$ cat src/rtl/booth_seq_ctrl_if.sv
// Operand/product handshake bundle for the sequential Booth multiplier.
// The producer/consumer side uses master; the multiplier uses slave.
interface booth_seq_ctrl_if #(
    parameter int unsigned WIDTH = 4
);
    logic                 in_valid;
    logic                 in_ready;
    logic [WIDTH-1:0]     a;
    logic [WIDTH-1:0]     b;
    logic                 abort;
    logic                 out_valid;
    logic                 out_ready;
    logic [2*WIDTH-1:0]   p;
    logic                 busy;

    modport master (
        output in_valid, a, b, abort, out_ready,
        input  in_ready, out_valid, p, busy
    );

    modport slave (
        input  in_valid, a, b, abort, out_ready,
        output in_ready, out_valid, p, busy
    );
endinterface

$ cat src/rtl/booth_seq_ctrl.sv
// Sequential radix-2 Booth multiplier: one add/sub-and-shift step per clock,
// WIDTH steps per product, valid/ready on both the operand and product sides.
module booth_seq_ctrl #(
    parameter int unsigned WIDTH = 4
) (
    input  logic            clk,
    input  logic            rst_n,
    booth_seq_ctrl_if.slave bus
);
    localparam int unsigned CntW = $clog2(WIDTH);

    typedef enum logic [1:0] {StIdle, StRun, StDone} state_e;

    state_e               state_q;
    logic [WIDTH:0]       m_q;
    logic [WIDTH:0]       acc_q;
    logic [WIDTH-1:0]     mlr_q;
    logic                 q1_q;
    logic [CntW-1:0]      cnt_q;
    logic [2*WIDTH-1:0]   p_q;

    logic [WIDTH:0]       sum;
    logic [WIDTH:0]       acc_shift;
    logic [WIDTH-1:0]     mlr_shift;

    // Booth recode on {Q[0], q_1}, then arithmetic shift of {A, Q, q_1}.
    always_comb begin
        sum = acc_q;
        case ({mlr_q[0], q1_q})
            2'b01:   sum = acc_q + m_q;
            2'b10:   sum = acc_q - m_q;
            default: sum = acc_q;
        endcase
        acc_shift = {sum[WIDTH], sum[WIDTH:1]};
        mlr_shift = {sum[0], mlr_q[WIDTH-1:1]};
    end

    always_ff @(posedge clk or negedge rst_n) begin
        if (!rst_n) begin
            state_q <= StIdle;
            m_q     <= '0;
            acc_q   <= '0;
            mlr_q   <= '0;
            q1_q    <= 1'b0;
            cnt_q   <= '0;
            p_q     <= '0;
        end else begin
            case (state_q)
                StIdle: begin
                    if (bus.in_valid) begin
                        m_q     <= {bus.a[WIDTH-1], bus.a};
                        acc_q   <= '0;
                        mlr_q   <= bus.b;
                        q1_q    <= 1'b0;
                        cnt_q   <= '0;
                        state_q <= StRun;
                    end
                end
                StRun: begin
                    // abort wins over the final step, so p keeps its old value
                    if (bus.abort) begin
                        state_q <= StIdle;
                    end else begin
                        acc_q <= acc_shift;
                        mlr_q <= mlr_shift;
                        q1_q  <= mlr_q[0];
                        cnt_q <= cnt_q + CntW'(1);
                        if (cnt_q == CntW'(WIDTH - 1)) begin
                            p_q     <= {acc_shift[WIDTH-1:0], mlr_shift};
                            state_q <= StDone;
                        end
                    end
                end
                StDone: begin
                    if (bus.abort || bus.out_ready) begin
                        state_q <= StIdle;
                    end
                end
                default: state_q <= StIdle;
            endcase
        end
    end

    assign bus.in_ready  = (state_q == StIdle);
    assign bus.out_valid = (state_q == StDone);
    assign bus.busy      = (state_q != StIdle);
    assign bus.p         = p_q;

endmodule

$ cat src/flat_wrapper.sv
// flat-port wrapper written by rule: the top's interface ports become plain ports
module booth_seq_ctrl_flat 
#(
    parameter int unsigned WIDTH = 4
)
  (clk, rst_n, bus_in_valid, bus_a, bus_b, bus_abort, bus_out_ready, bus_in_ready, bus_out_valid, bus_p, bus_busy);
  booth_seq_ctrl_if #(.WIDTH(WIDTH)) bus_i ();
  input  logic clk;
  input  logic rst_n;
  input wire logic [$bits(bus_i.in_valid)-1:0] bus_in_valid;
  input wire logic [$bits(bus_i.a)-1:0] bus_a;
  input wire logic [$bits(bus_i.b)-1:0] bus_b;
  input wire logic [$bits(bus_i.abort)-1:0] bus_abort;
  input wire logic [$bits(bus_i.out_ready)-1:0] bus_out_ready;
  output wire logic [$bits(bus_i.in_ready)-1:0] bus_in_ready;
  output wire logic [$bits(bus_i.out_valid)-1:0] bus_out_valid;
  output wire logic [$bits(bus_i.p)-1:0] bus_p;
  output wire logic [$bits(bus_i.busy)-1:0] bus_busy;
  assign bus_i.in_valid = bus_in_valid;
  assign bus_i.a = bus_a;
  assign bus_i.b = bus_b;
  assign bus_i.abort = bus_abort;
  assign bus_i.out_ready = bus_out_ready;
  assign bus_in_ready = bus_i.in_ready;
  assign bus_out_valid = bus_i.out_valid;
  assign bus_p = bus_i.p;
  assign bus_busy = bus_i.busy;
  booth_seq_ctrl #(.WIDTH(WIDTH)) u_core (.clk(clk), .rst_n(rst_n), .bus(bus_i));
endmodule
$ cat config.mk
export PLATFORM = sky130hd
export DESIGN_NAME = booth_seq_ctrl_flat
export DESIGN_NICKNAME = d
export VERILOG_FILES = /design/src/rtl/booth_seq_ctrl_if.sv /design/src/rtl/booth_seq_ctrl.sv /design/src/flat_wrapper.sv
export SDC_FILE = /design/constraint.sdc
export NUM_CORES = 1
export LEC_CHECK = 0
export CORE_MARGIN = 2
export CORE_UTILIZATION = 51
export DETAILED_ROUTE_END_ITERATION = 12
export GPL_ROUTABILITY_DRIVEN = 0
export PLACE_DENSITY = 0.87
export SYNTH_ARGS = -nofsm -noshare
export SYNTH_HDL_FRONTEND = slang
export SYNTH_SLANG_ARGS = --single-unit
$ cat constraint.sdc
create_clock -name clk -period 3.2 [get_ports clk]
set_clock_uncertainty 0.1 [all_clocks]
set_input_delay 0.48 -clock clk [delete_from_list [all_inputs] [get_ports clk]]
set_output_delay 0.48 -clock clk [all_outputs]
set_load 0.01 [all_outputs]
==> results of run 1 <==
[worst max path at each step]
stage | to | slack (ps)
after detailed placement | u_core.bus.p[7] | 570
after CTS | u_core.acc_q[3] | 540
after floorplan | u_core.bus.p[7] | 750
after global routing | u_core.acc_q[3] | 380
final | u_core.acc_q[3] | 530
after global placement | u_core.bus.p[7] | 630
[metal layers]
layer / wire [um] / vias up / global-route usage
li1: - / 498 / -
met5: 0 / - / 0
met3: 92 / 7 / 0.03256
met1: 1164 / 493 / 0.2385
met4: 65 / 0 / 0.09408
met2: 1294 / 28 / 0.3231
[logic make-up after synthesis]
| family | Yosys count | synth area share |
|---|---|---|
| fa+ha+maj | 8 | 0.07897 |
| simple gates | 39 | 0.1515 |
| compound gates | 27 | 0.1276 |
| flops | 25 | 0.4591 |
| xor+xnor | 5 | 0.03215 |
| buf+inv | 13 | 0.04683 |
| mux | 13 | 0.1038 |
[stage by stage]
step,hold WS [ps],setup WS [ps]
2_1_floorplan,84.41,748.2
3_3_place_gp,358.9,627.4
3_5_place_dp,376.6,575.0
4_1_cts,395.7,538.8
5_1_grt,409.1,382.3
6_report,387.3,528.3
[area by class of cell]
| class | count | area, um^2 | area share |
|---|---|---|---|
| clock buffer | 3 | 22.52 | 0.01372 |
| clock inverter | 1 | 7.507 | 0.004573 |
| inverter | 10 | 37.54 | 0.02287 |
| multi-input combinational | 92 | 673.1 | 0.4101 |
| sequential | 25 | 625.6 | 0.3811 |
| tap | 30 | 37.54 | 0.02287 |
| timing repair buffer | 24 | 237.7 | 0.1448 |
[where the power goes]
group | leakage [nW] | switching [mW] | total (mW) | internal (mW)
registers | 0.320 | 0.0942 | 0.537 | 0.443
logic | 0.410 | 0.510 | 0.983 | 0.473
clock network | 0.0139 | 0.100 | 0.148 | 0.0479
[critical path: cells and delay by family (launching register included)]
kind / cells / cell delay, ps
mux: 1 / 390
fa+ha+maj: 2 / 700
xor+xnor: 1 / 140
compound gates: 1 / 140
flops: 1 / 380
simple gates: 3 / 700
buf+inv: 1 / 70
[registers in the layout (all words and copies together) (netlist names)]
signal / cells
u_core.bus.p: 8
u_core.acc_q: 4
u_core.m_q: 4
u_core.mlr_q: 4
u_core.cnt_q: 2
u_core.state_q: 2
u_core.q1_q: 1
[cell usage after synthesis, drive strengths merged, types with 2 or more instances]
cell type / number
dfrtp: 25
nand2: 15
nor2: 11
inv: 10
mux2: 9
o21ai: 9
a21oi: 8
ha: 7
mux2i: 4
nand2b: 4
xnor2: 3
buf: 2
nor3: 2
o31ai: 2
xor2: 2
==> out/qor.yml, run 1 <==
start_kind: "flop"
synthDistinctLibCells: 35
stdcell_count: 185
max_stage_delay_ps: 470
path_clk_slew_ps: 140
synth-edff-count: 0
hold_buffers: 0
place_area_um2: 1612
syn_inst: 130
worst_ep_required_time_ps: 3380
drtIter0Drc: 18
synth-main-ff-cell: "dfrtp_1"
drive_above_1_share: 0.1419
detail-route-antenna-nets: 0
routed_wl_um: 2616
cts_setup_buffers: 0
pin_count: 24
n_antenna_cell: 0
initial_utilization: 0.5450
dp_hpwl_um: 2044
drt_pass1_iterations: 4
clock_path_buffers: 2
grt_pass1_wl_um: 4685
synth_area_leaders: "dfrtp_1 46%, mux2_2 7.4%, ha_1 6.4%"
postSynthAreaPerCell_um2: 10.48
syn_area_um2: 1363
antenna_found_initial: 0
dp_cells: 181
cts_tree: "built"
cts-root-buf: "clkbuf_4"
via_count: 1026
first_global_vias: 1048
fin_nets: 177
synth_sequential_area_ratio: 0.4591
syn_nets: 151
grt_overflow: 0
rows: 18
maxCapViolCount: 0
hold_class: "flop to flop"
ir_worst_vdd_uv: 585.2
fin_crit_ps: 2672
portBuffers: 23
numCtsBuffers: 3
whs_path_depth: 1
clock-sinks: 25
postLayoutCellArea_um2: 1642
fp.coreArea_um2: 2500
ys_async_sr_fraction: 1.000
synth_seq_cells: 25
r2r_end: "u_core.acc_q[3]"
synth_warnings: 0
cp-startpoint: "u_core.q1_q"
htreeDepth: 1
crit_fanout: 5
hp-start: "u_core.cnt_q[0]"
leakage_nw: 0.7435
finish.utilization: 0.6567
layout_commonest_cell: "dfrtp_1"
layout.cells.most_common_list: "25 x dfrtp_1, 23 x clkdlybuf4s50_1, 14 x nand2_1"
drv_slew: 0
grtUsageTotal: 0.1924
crit_path_end_kind: "flop"
setup_viol: 0
r2r_slack_ps: 530
period_share: 0.8349
hold_path_end: "u_core.cnt_q[0]"
routedWlPerCell_um: 14.14
die_h_um: 55.69
status: "completed"
crit_chain: "inv_1, ha_1, mux2_2, fa_1, nand2b_1, a21oi_2, xnor2_1, or4_1, nand3_1"
die_area_um2: 3101
finalPower_mw: 1.668
syn_to_final_growth_pct: 20.48
cpMaxStageDelayCell: "fa_1"
r2r_cells: 9
p_per_area_nw_per_um2: 1016
synth_top_area_cell: "dfrtp_1"
rsz0062_at_grt: "no"
fmax_mhz: 374.3
die_x_um: 55.69
cts_resized: 0
tightest_slew_ps: 437.8
drc: 0
netlist.area_leader.share: 0.4591
fin_tns_setup_ps: 0
n_fill_cell: 192
clk_latency_ps: 320
vias_per_cell: 5.546
maxSlewHeadroom: 0.7068
grt_start_max_net_pins: 26
r2r-start: "u_core.q1_q"
finalHoldViolations: 0
critPathKind: "flop to flop"
worstPathArrival_ps: 2850
(Power assumes the default switching activity.)
==> run 2: changes to the inputs <==
Settings changed: CORE_UTILIZATION 51 to 46, PLACE_DENSITY 0.87 to 0.83.
Clock period 3.2 ns to 2.3 ns, I/O delays scaled along.
==> out/qor.yml, run 2 (synthesis results as in run 1) <==
p_per_area_nw_per_um2: 1591
worstSetupEndpoint: "u_core.acc_q[3]"
n_fill_cell: 212
via_count: 1065
finalHoldViolations: 0
vias_per_cell: 5.434
critPathKind: "flop to flop"
drc: 0
period_share: 1.019
maxSlewHeadroom: 0.6788
finalPower_mw: 2.859
antenna_found_initial: 0
initial_utilization: 0.4899
violations: "negative setup slack"
fin_tns_setup_ps: -89.89
finish.utilization: 0.6460
holdWs_ps: 265.3
routed_wl_um: 2834
cts_tree: "built"
hold_class: "input port to async pin"
first_global_vias: 1081
r2r_end: "u_core.acc_q[3]"
grt_pass1_wl_um: 4795
cp-startpoint: "u_core.m_q[1]"
drv_slew: 0
detail-route-antenna-nets: 0
start_kind: "flop"
maxCapViolCount: 0
numCtsBuffers: 3
clk_latency_ps: 320
fin_nets: 187
pin_count: 24
clock_path_buffers: 2
fin_crit_ps: 2343
grtUsageTotal: 0.1852
die_area_um2: 3413
largest_reg_flops: 8
crit_path_end_kind: "flop"
postLayoutCellArea_um2: 1797
status: "finished with violations"
layout.cells.most_common_list: "25 x dfrtp_1, 23 x clkdlybuf4s50_1, 14 x nand2_1"
die_x_um: 58.43
worstPathArrival_ps: 2510
fmax_mhz: 426.9
path_clk_slew_ps: 130
r2r_slack_ps: -40
portBuffers: 23
grt_start_max_net_pins: 26
cts-root-buf: "clkbuf_4"
die_h_um: 58.43
routedWlPerCell_um: 14.46
fp.coreArea_um2: 2781
leakage_nw: 0.8141
worst_ep_required_time_ps: 2470
clock-sinks: 25
setup_viol: 3
rows: 19
htreeDepth: 1
drt_pass1_iterations: 4
r2r-start: "u_core.m_q[1]"
layout_commonest_cell: "dfrtp_1"
rsz0062_at_grt: "yes"
ir_worst_vdd_uv: 1056
dp_hpwl_um: 2222
final.setup.worst_slack_ps: -42.61
grt_overflow: 0
r2r_cells: 9
drive_above_1_share: 0.2606
n_antenna_cell: 0
syn_to_final_growth_pct: 31.86
drtIter0Drc: 21
place_area_um2: 1693
crit_fanout: 4
tightest_slew_ps: 481.8
run 2: through the flow:
stage | setup slack [ps] | cells
2_1_floorplan | -18.38 | 130
3_3_place_gp | -3.342 | 188
3_5_place_dp | -78.27 | 188
4_1_cts | -71.91 | 194
5_1_grt | -158.6 | 196
6_report | -42.61 | 196
run 2: final cells by class:
type | count | area (um^2) | share of cell area
well taps | 31 | 38.79 | 0.02159
repair buffers | 34 | 316.6 | 0.1762
clock buffers | 4 | 26.28 | 0.01462
inverters | 10 | 40.04 | 0.02228
flip-flops and latches | 25 | 625.6 | 0.3482
multi-input cells | 92 | 749.5 | 0.4171
run 2: worst max-delay path: stages, from the launching register on:
cell,delay [ps]
dfrtp_1,370
inv_1,50
ha_1,290
mux2_4,290
fa_2,340
nand2b_4,160
a21oi_4,130
xnor2_2,90
or4_1,410
nand3_1,80
run 2: report_power, final:
part / total, mW / switching, mW / internal, mW
Combinational: 1.92 / 0.914 / 1.00
Sequential: 0.751 / 0.135 / 0.617
Clock: 0.191 / 0.123 / 0.0678
Total: 2.86 / 1.17 / 1.69
run 2: repair_timing:
| item | in CTS | in global routing |
|---|---|---|
| resized for setup | 0 | 12 |
| setup buffers | 2 | 2 |
| hold buffers | 0 | 0 |
| setup endpoints to repair | 3 | 7 |
| pin swaps | 2 | 7 |
run 2: worst min-delay path by stage:
| stage | start | cells past startpoint | slack [ps] | endpoint |
|---|---|---|---|---|
| final | rst_n | 2 | 270 | u_core.acc_q[0] |
| after global routing | rst_n | 2 | 270 | u_core.bus.p[0] |
| after CTS | rst_n | 2 | 270 | u_core.mlr_q[3] |
| after detailed placement | u_core.bus.p[4] | 2 | 370 | u_core.bus.p[4] |
| after global placement | u_core.cnt_q[0] | 1 | 360 | u_core.cnt_q[0] |
| after floorplan | rst_n | 0 | -50 | u_core.acc_q[0] |
run 2: metal layers:
layer | share of wire | up-vias | wire length, um | GRT usage
met4 | 0.015 | 0 | 42 | 0.05980
met3 | 0.042 | 6 | 120 | 0.04615
met1 | 0.42 | 520 | 1194 | 0.2208
met5 | 0 | - | 0 | 0
li1 | - | 514 | - | -
met2 | 0.52 | 25 | 1476 | 0.3258
